`config.mk`:
```
export PLATFORM = sky130hd
export DESIGN_NAME = reorder_buffer
export DESIGN_NICKNAME = d
export VERILOG_FILES = /design/src/rtl/reorder_buffer.sv
export SDC_FILE = /design/constraint.sdc
export NUM_CORES = 2
export LEC_CHECK = 0
export CORE_MARGIN = 5
export CORE_UTILIZATION = 30
export DETAILED_ROUTE_END_ITERATION = 7
export GPL_ROUTABILITY_DRIVEN = 0
export PLACE_DENSITY = 0.54
export SYNTH_ARGS = -nofsm -noshare
export SYNTH_HDL_FRONTEND = slang
export SYNTH_SLANG_ARGS = --single-unit
export TNS_END_PERCENT = 30
```
`constraint.sdc`:
```
create_clock -name clk -period 7.6 [get_ports clk]
set_clock_uncertainty 0.15 [all_clocks]
set_input_delay 1.14 -clock clk [delete_from_list [all_inputs] [get_ports clk]]
set_output_delay 1.14 -clock clk [all_outputs]
set_load 0.01 [all_outputs]
```
`src/rtl/reorder_buffer.sv`:
```
// -----------------------------------------------------------------------------
// reorder_buffer
//
// 16-entry circular reorder buffer sitting between decode/issue and the
// architectural register file. Each issued instruction gets a tag (the tail
// slot), and its destination register is renamed to that tag. CDB results are
// captured into their entries. Entries retire strictly in program order from
// the head, and each retirement writes the register file. A mispredicted
// branch that reaches the head flushes the whole buffer and redirects fetch.
//
// Optional feature (macro ROB_CDB_BYPASS_EN):
//   When defined, operand queries also see a CDB broadcast in the same cycle.
//   Commit never uses the bypass; it always needs the registered done bit.
//   When undefined, queries see registered state only.
//
// Ports:
//   clk, rst        rising-edge clock, asynchronous active-low reset
//   rdy             global enable; when low, all state holds
//   issue_*         instruction presented by decode; issue_ready/issue_tag back
//   rd_in_*         rename strobe, register and tag sent to the register file
//   cdb_*           result broadcast (tag, value, mispredict, target)
//   q1_*, q2_*      operand tag queries: ready flag and value (0 if not ready)
//   rd_out_*        commit strobe, register, value and tag (head)
//   flush, flush_pc registered one-cycle redirect pulse and its target PC
// -----------------------------------------------------------------------------
module reorder_buffer #(
  parameter int ROB_DEPTH = 16,
  parameter int TAG_W     = 4
) (
  input  logic             clk,
  input  logic             rst,
  input  logic             rdy,
  // issue
  input  logic             issue_valid,
  input  logic             issue_has_rd,
  input  logic [4:0]       issue_rd,
  input  logic             issue_is_br,
  output logic             issue_ready,
  output logic [TAG_W-1:0] issue_tag,
  // rename
  output logic             rd_in_flag,
  output logic [4:0]       rd_in_a,
  output logic [TAG_W-1:0] rd_in_rob,
  // common data bus
  input  logic             cdb_valid,
  input  logic [TAG_W-1:0] cdb_tag,
  input  logic [31:0]      cdb_val,
  input  logic             cdb_mispred,
  input  logic [31:0]      cdb_target,
  // operand queries
  input  logic [TAG_W-1:0] q1_tag,
  input  logic [TAG_W-1:0] q2_tag,
  output logic             q1_ready,
  output logic             q2_ready,
  output logic [31:0]      q1_val,
  output logic [31:0]      q2_val,
  // commit
  output logic             rd_out_flag,
  output logic [4:0]       rd_out_a,
  output logic [31:0]      rd_out_val,
  output logic [TAG_W-1:0] rd_out_rob,
  // redirect
  output logic             flush,
  output logic [31:0]      flush_pc
);

  localparam logic [TAG_W:0] FULL_COUNT = (TAG_W+1)'(ROB_DEPTH);

  // Control state, reset.
  logic [ROB_DEPTH-1:0] r_busy;
  logic [ROB_DEPTH-1:0] r_done;
  logic [TAG_W-1:0]     r_head;
  logic [TAG_W-1:0]     r_tail;
  logic [TAG_W:0]       r_count;
  logic                 r_flush;
  logic [31:0]          r_flush_pc;

  // Entry payload, not reset.
  logic                 r_has_rd  [ROB_DEPTH];
  logic [4:0]           r_rd      [ROB_DEPTH];
  logic                 r_is_br   [ROB_DEPTH];
  logic [31:0]          r_val     [ROB_DEPTH];
  logic                 r_mispred [ROB_DEPTH];
  logic [31:0]          r_target  [ROB_DEPTH];

  logic w_full;
  logic w_accept;
  logic w_commit;
  logic w_flush_commit;
  logic w_cdb_wr;

  // Full comes from the registered count, so a same-cycle commit does not
  // open a slot for issue.
  assign w_full      = (r_count == FULL_COUNT);
  assign issue_ready = !w_full && !r_flush;
  assign w_accept    = issue_valid && issue_ready && rdy;
  assign issue_tag   = r_tail;

  assign w_commit       = rdy && r_busy[r_head] && r_done[r_head] && !r_flush;
  assign w_flush_commit = w_commit && r_is_br[r_head] && r_mispred[r_head];
  assign w_cdb_wr       = rdy && cdb_valid && r_busy[cdb_tag];

  // Rename strobe; x0 is never renamed.
  assign rd_in_flag = w_accept && issue_has_rd && (issue_rd != 5'd0);
  assign rd_in_a    = issue_rd;
  assign rd_in_rob  = r_tail;

  // Commit outputs; the link register of a mispredicted JAL/JALR still commits.
  assign rd_out_flag = w_commit && r_has_rd[r_head] && (r_rd[r_head] != 5'd0);
  assign rd_out_a    = w_commit ? r_rd[r_head]  : 5'd0;
  assign rd_out_val  = w_commit ? r_val[r_head] : 32'd0;
  assign rd_out_rob  = r_head;

  assign flush    = r_flush;
  assign flush_pc = r_flush_pc;

  // Operand lookup: {ready, value}; value reads 0 when not ready.
  function automatic logic [32:0] query(input logic [TAG_W-1:0] tag);
    logic        ready;
    logic [31:0] val;
    ready = r_busy[tag] && r_done[tag];
    val   = ready ? r_val[tag] : 32'd0;
`ifdef ROB_CDB_BYPASS_EN
    if (cdb_valid && (cdb_tag == tag) && r_busy[tag]) begin
      ready = 1'b1;
      val   = cdb_val;
    end
`endif
    return {ready, val};
  endfunction

  always_comb begin
    {q1_ready, q1_val} = query(q1_tag);
    {q2_ready, q2_val} = query(q2_tag);
  end

  // NOTE: sequential state uses non-blocking assignments so every flop samples
  // the pre-edge values, independent of statement order.
  always_ff @(posedge clk or negedge rst) begin
    if (!rst) begin
      r_busy     <= '0;
      r_done     <= '0;
      r_head     <= '0;
      r_tail     <= '0;
      r_count    <= '0;
      r_flush    <= 1'b0;
      r_flush_pc <= 32'd0;
    end else if (rdy) begin
      if (w_flush_commit) begin
        // Mispredict at the head: drop everything, including any same-cycle issue.
        r_busy  <= '0;
        r_head  <= '0;
        r_tail  <= '0;
        r_count <= '0;
      end else begin
        if (w_accept) begin
          r_busy[r_tail] <= 1'b1;
          r_done[r_tail] <= 1'b0;
          r_tail         <= r_tail + 1'b1;
        end
        if (w_commit) begin
          r_busy[r_head] <= 1'b0;
          r_head         <= r_head + 1'b1;
        end
        case ({w_accept, w_commit})
          2'b10:   r_count <= r_count + 1'b1;
          2'b01:   r_count <= r_count - 1'b1;
          default: r_count <= r_count;
        endcase
      end
      // An accepted issue never targets a busy slot, so this cannot collide
      // with the done clear above.
      if (w_cdb_wr) begin
        r_done[cdb_tag] <= 1'b1;
      end
      r_flush <= w_flush_commit;
      if (w_flush_commit) begin
        r_flush_pc <= r_target[r_head];
      end
    end
  end

  // NOTE: payload storage has no reset; busy/done gate every use of it, and
  // leaving the arrays unreset lets them map onto plain register-file storage.
  always_ff @(posedge clk) begin
    if (w_accept) begin
      r_has_rd[r_tail] <= issue_has_rd;
      r_rd[r_tail]     <= issue_rd;
      r_is_br[r_tail]  <= issue_is_br;
    end
    if (w_cdb_wr) begin
      r_val[cdb_tag]     <= cdb_val;
      r_mispred[cdb_tag] <= cdb_mispred;
      r_target[cdb_tag]  <= cdb_target;
    end
  end

endmodule

```
==> metrics.cfg <==
[power_and_ir_drop]
power.density_nw_per_um2=297.1
swShare=0.2828
pwr-share-comb=0.250
switchingPower_mw=5.513
internal_power_mw=13.98
ir_drop_mv=0.2302
seqPwrFrac=0.413
clkPwrFrac=0.337
p_leak_nw=20.25

[sta]
setup_viol=0
finalCritPeriodShare=0.7765
fin_ws_ns=1.699
min_period_ns=5.901
maxClockFrequency_mhz=169.5
worst_pin_slew_ns=1.192
relSlewSlack=0.2026
rsz0062_at_grt=false
hold_viol=0
drv_slew=0
fin_setup_tns_ns=0

[floorplanning]
design.core.area_sq_um=185000
dieArea_sq_um=194200
fp-row-count=158
ios=245
die_height_um=440.7
die_width_um=440.7
start_util=0.3007

[drt]
maxUsedRoutingLayer=met5
wirelength_um=163400
drt_iter0_drc=2857
met3_length_um=10110
ant_nets=0
vias=28890
drt_first_pass_iters=7
wl_per_cell_um=30.19
drt-met1-wl_um=65590
drc=0
met2_length_um=82200
vias_per_cell=5.337

[yosys]
synthDistinctLibCells=49
netlist_area_sq_um=55650
yosys_warnings=0
syn_inst=2549
synth_edf_count=1152
avgSynthCellArea_sq_um=21.83
synth-seq-area-share=0.6567
synthArstFlopShare=0.06341
synthFlopType=edfxtp_1
synth_nets=2648
ys_ff_latch=1230

[worst_setup_path]
reg2reg_to=r_count[4]$_DFFE_PN0P_
critical-path-max-stage-delay_ns=0.89
crit_type=reg2out
r2r_slack_ns=2.63
path_common_cell=mux4_2
r2r_cells=16
path_max_fanout=35
path_cells=buf_4 -> mux4_2 -> mux4_2 -> or4_1 -> o211a_1 -> clkdlybuf4s50_1
r2r_start=rd_out_rob[1]$_DFFE_PN0P_
critPathCaptureType=output port
worstPathRequired_ns=6.31
crit_arrival_ns=4.61
cpMaxStageDelayCell=dfrtp_4
cp-start-kind=register

[clock_network]
post_cts.repair.setup_buffers=0
hold_buffers=0
cts_tree=built
insertion_delay_ns=0.77
ctsLongestPathBuffers=3
h-tree-depth=4
cts_resized=0
cts_buffers=141
cts.sinks=1230
clkTransAtPathRegs_ns=0.06
cts_root_buf=clkbuf_16

[global_routing]
grt_overflow=0
grt_pass1_vias=30450
grt_pass1_wl_um=232000
grtUsageTotal=0.1674
grt_max_degree=137
antenna_found_initial=29

[final_layout]
final_common_cell=edfxtp_1
drive_gt1_frac=0.3522
syn_to_final_growth_pct=17.90
final_cells=5413
final_cell_mix=edfxtp_1 (1152), mux4_2 (685), clkdlybuf4s50_1 (235)
finalNetCount=2911
fillers=17130

[job]
max-cap-violations=0

[place]
dpl_worst_slack_ns=1.823
portBuffers=244
hpwl_um=91290
dpl.cell_count=5149

[outcome]
outcome=completed

[min_path]
hp-class=in2async

worst max path at each step:
stage / from / endpoint / slack [ns]
after global placement: q1_tag[2] / q1_val[20] / 1.83
after global routing: rd_out_rob[0]$_DFFE_PN0P_ / rd_out_flag / 1.44
after CTS: rd_out_rob[0]$_DFFE_PN0P_ / rd_out_flag / 1.51
after detailed placement: q1_tag[2] / q1_val[20] / 1.82
after floorplan: cdb_tag[0] / r_mispred[0]$_DFFE_PP_ / 0.07
final: rd_out_rob[0]$_DFFE_PN0P_ / rd_out_flag / 1.70
stage by stage:
stage	power (mW)	util	instance area [sq um]	hold WS, ns
after floorplan	11.32	-	55650	0.3169
after detailed placement	13.17	0.3304	61140	0.3384
after CTS	19.79	0.3544	65570	0.1606
final	19.49	0.3546	65610	0.1977
after global routing	20.33	0.3545	65590	0.1982
after global placement	13.18	0.3304	61140	0.3382
cell families (layout without fill, tap and decap cells):
family | Yosys count | after routing | share of synthesized area
adders and majority gates | 10 | 10 | 0.002248
DFF | 1230 | 1230 | 0.6567
xor gates and xnor gates | 6 | 6 | 0.0009445
AOI/OAI and AO/OA | 97 | 97 | 0.01268
other | 0 | 14 | 0
and+or+nand+nor | 267 | 267 | 0.02509
buffers and inverters | 214 | 584 | 0.01716
muxes | 725 | 725 | 0.2852
layout make-up:
class | count | area [sq um] | area share
Multi-Input combinational cell | 1105 | 18280 | 0.2787
Inverter | 13 | 48.80 | 0.0007438
Clock buffer | 174 | 3767 | 0.05742
Timing Repair Buffer | 321 | 3141 | 0.04787
Clock inverter | 76 | 668.1 | 0.01018
Tap cell | 2480 | 3103 | 0.04730
Sequential cell | 1230 | 36560 | 0.5573
Antenna cell | 14 | 35.03 | 0.0005340
cell usage after synthesis, drive strengths merged, types with 8 or more instances:
cell / instances / area share
a21o: 18 / 0.0024
a21oi: 8 / 0.00085
a311oi: 13 / 0.0020
and2: 44 / 0.0049
and3: 9 / 0.0010
buf: 108 / 0.010
clkbuf: 93 / 0.0063
dfrtp: 78 / 0.035
edfxtp: 1152 / 0.62
ha: 10 / 0.0022
inv: 13 / 0.00088
mux2: 33 / 0.0067
mux4: 685 / 0.28
nand2: 53 / 0.0036
nand3: 19 / 0.0017
nor2: 47 / 0.0032
nor2b: 68 / 0.0076
nor3: 10 / 0.00090
o211ai: 16 / 0.0022
o21ai: 17 / 0.0015
worst max-delay path: cells and delay by family (launching register included):
family | cells | cell delay, ns
and+or+nand+nor | 1 | 0.53
AOI/OAI and AO/OA | 1 | 0.21
buffers and inverters | 2 | 1.07
muxes | 2 | 1.12
DFF | 1 | 0.89
power groups by stage:
stage | sequential (mW) | clock, mW | combinational [mW]
after floorplan | 8.01 | 0 | 3.31
after global placement | 8.19 | 0 | 4.99
after detailed placement | 8.19 | 0 | 4.98
after CTS | 8.05 | 6.75 | 4.99
after global routing | 8.08 | 7.04 | 5.21
final | 8.05 | 6.57 | 4.87
sequential cells by signal, summed over array words and instances (netlist names), 16 cells and up:
| register | cells |
|---|---|
| r_target | 512 |
| r_val | 512 |
| r_rd | 80 |
| flush_pc | 32 |
| r_busy | 16 |
| r_done | 16 |
| r_has_rd | 16 |
| r_is_br | 16 |
| r_mispred | 16 |
per-layer routing:
metal  vias up  global-route usage
met5         -                   0
met4        10             0.05889
met3       275             0.03654
met2      1161              0.2811
met1     15790              0.2147
li1      11660                   -
Power figures use the tool's default switching activity.
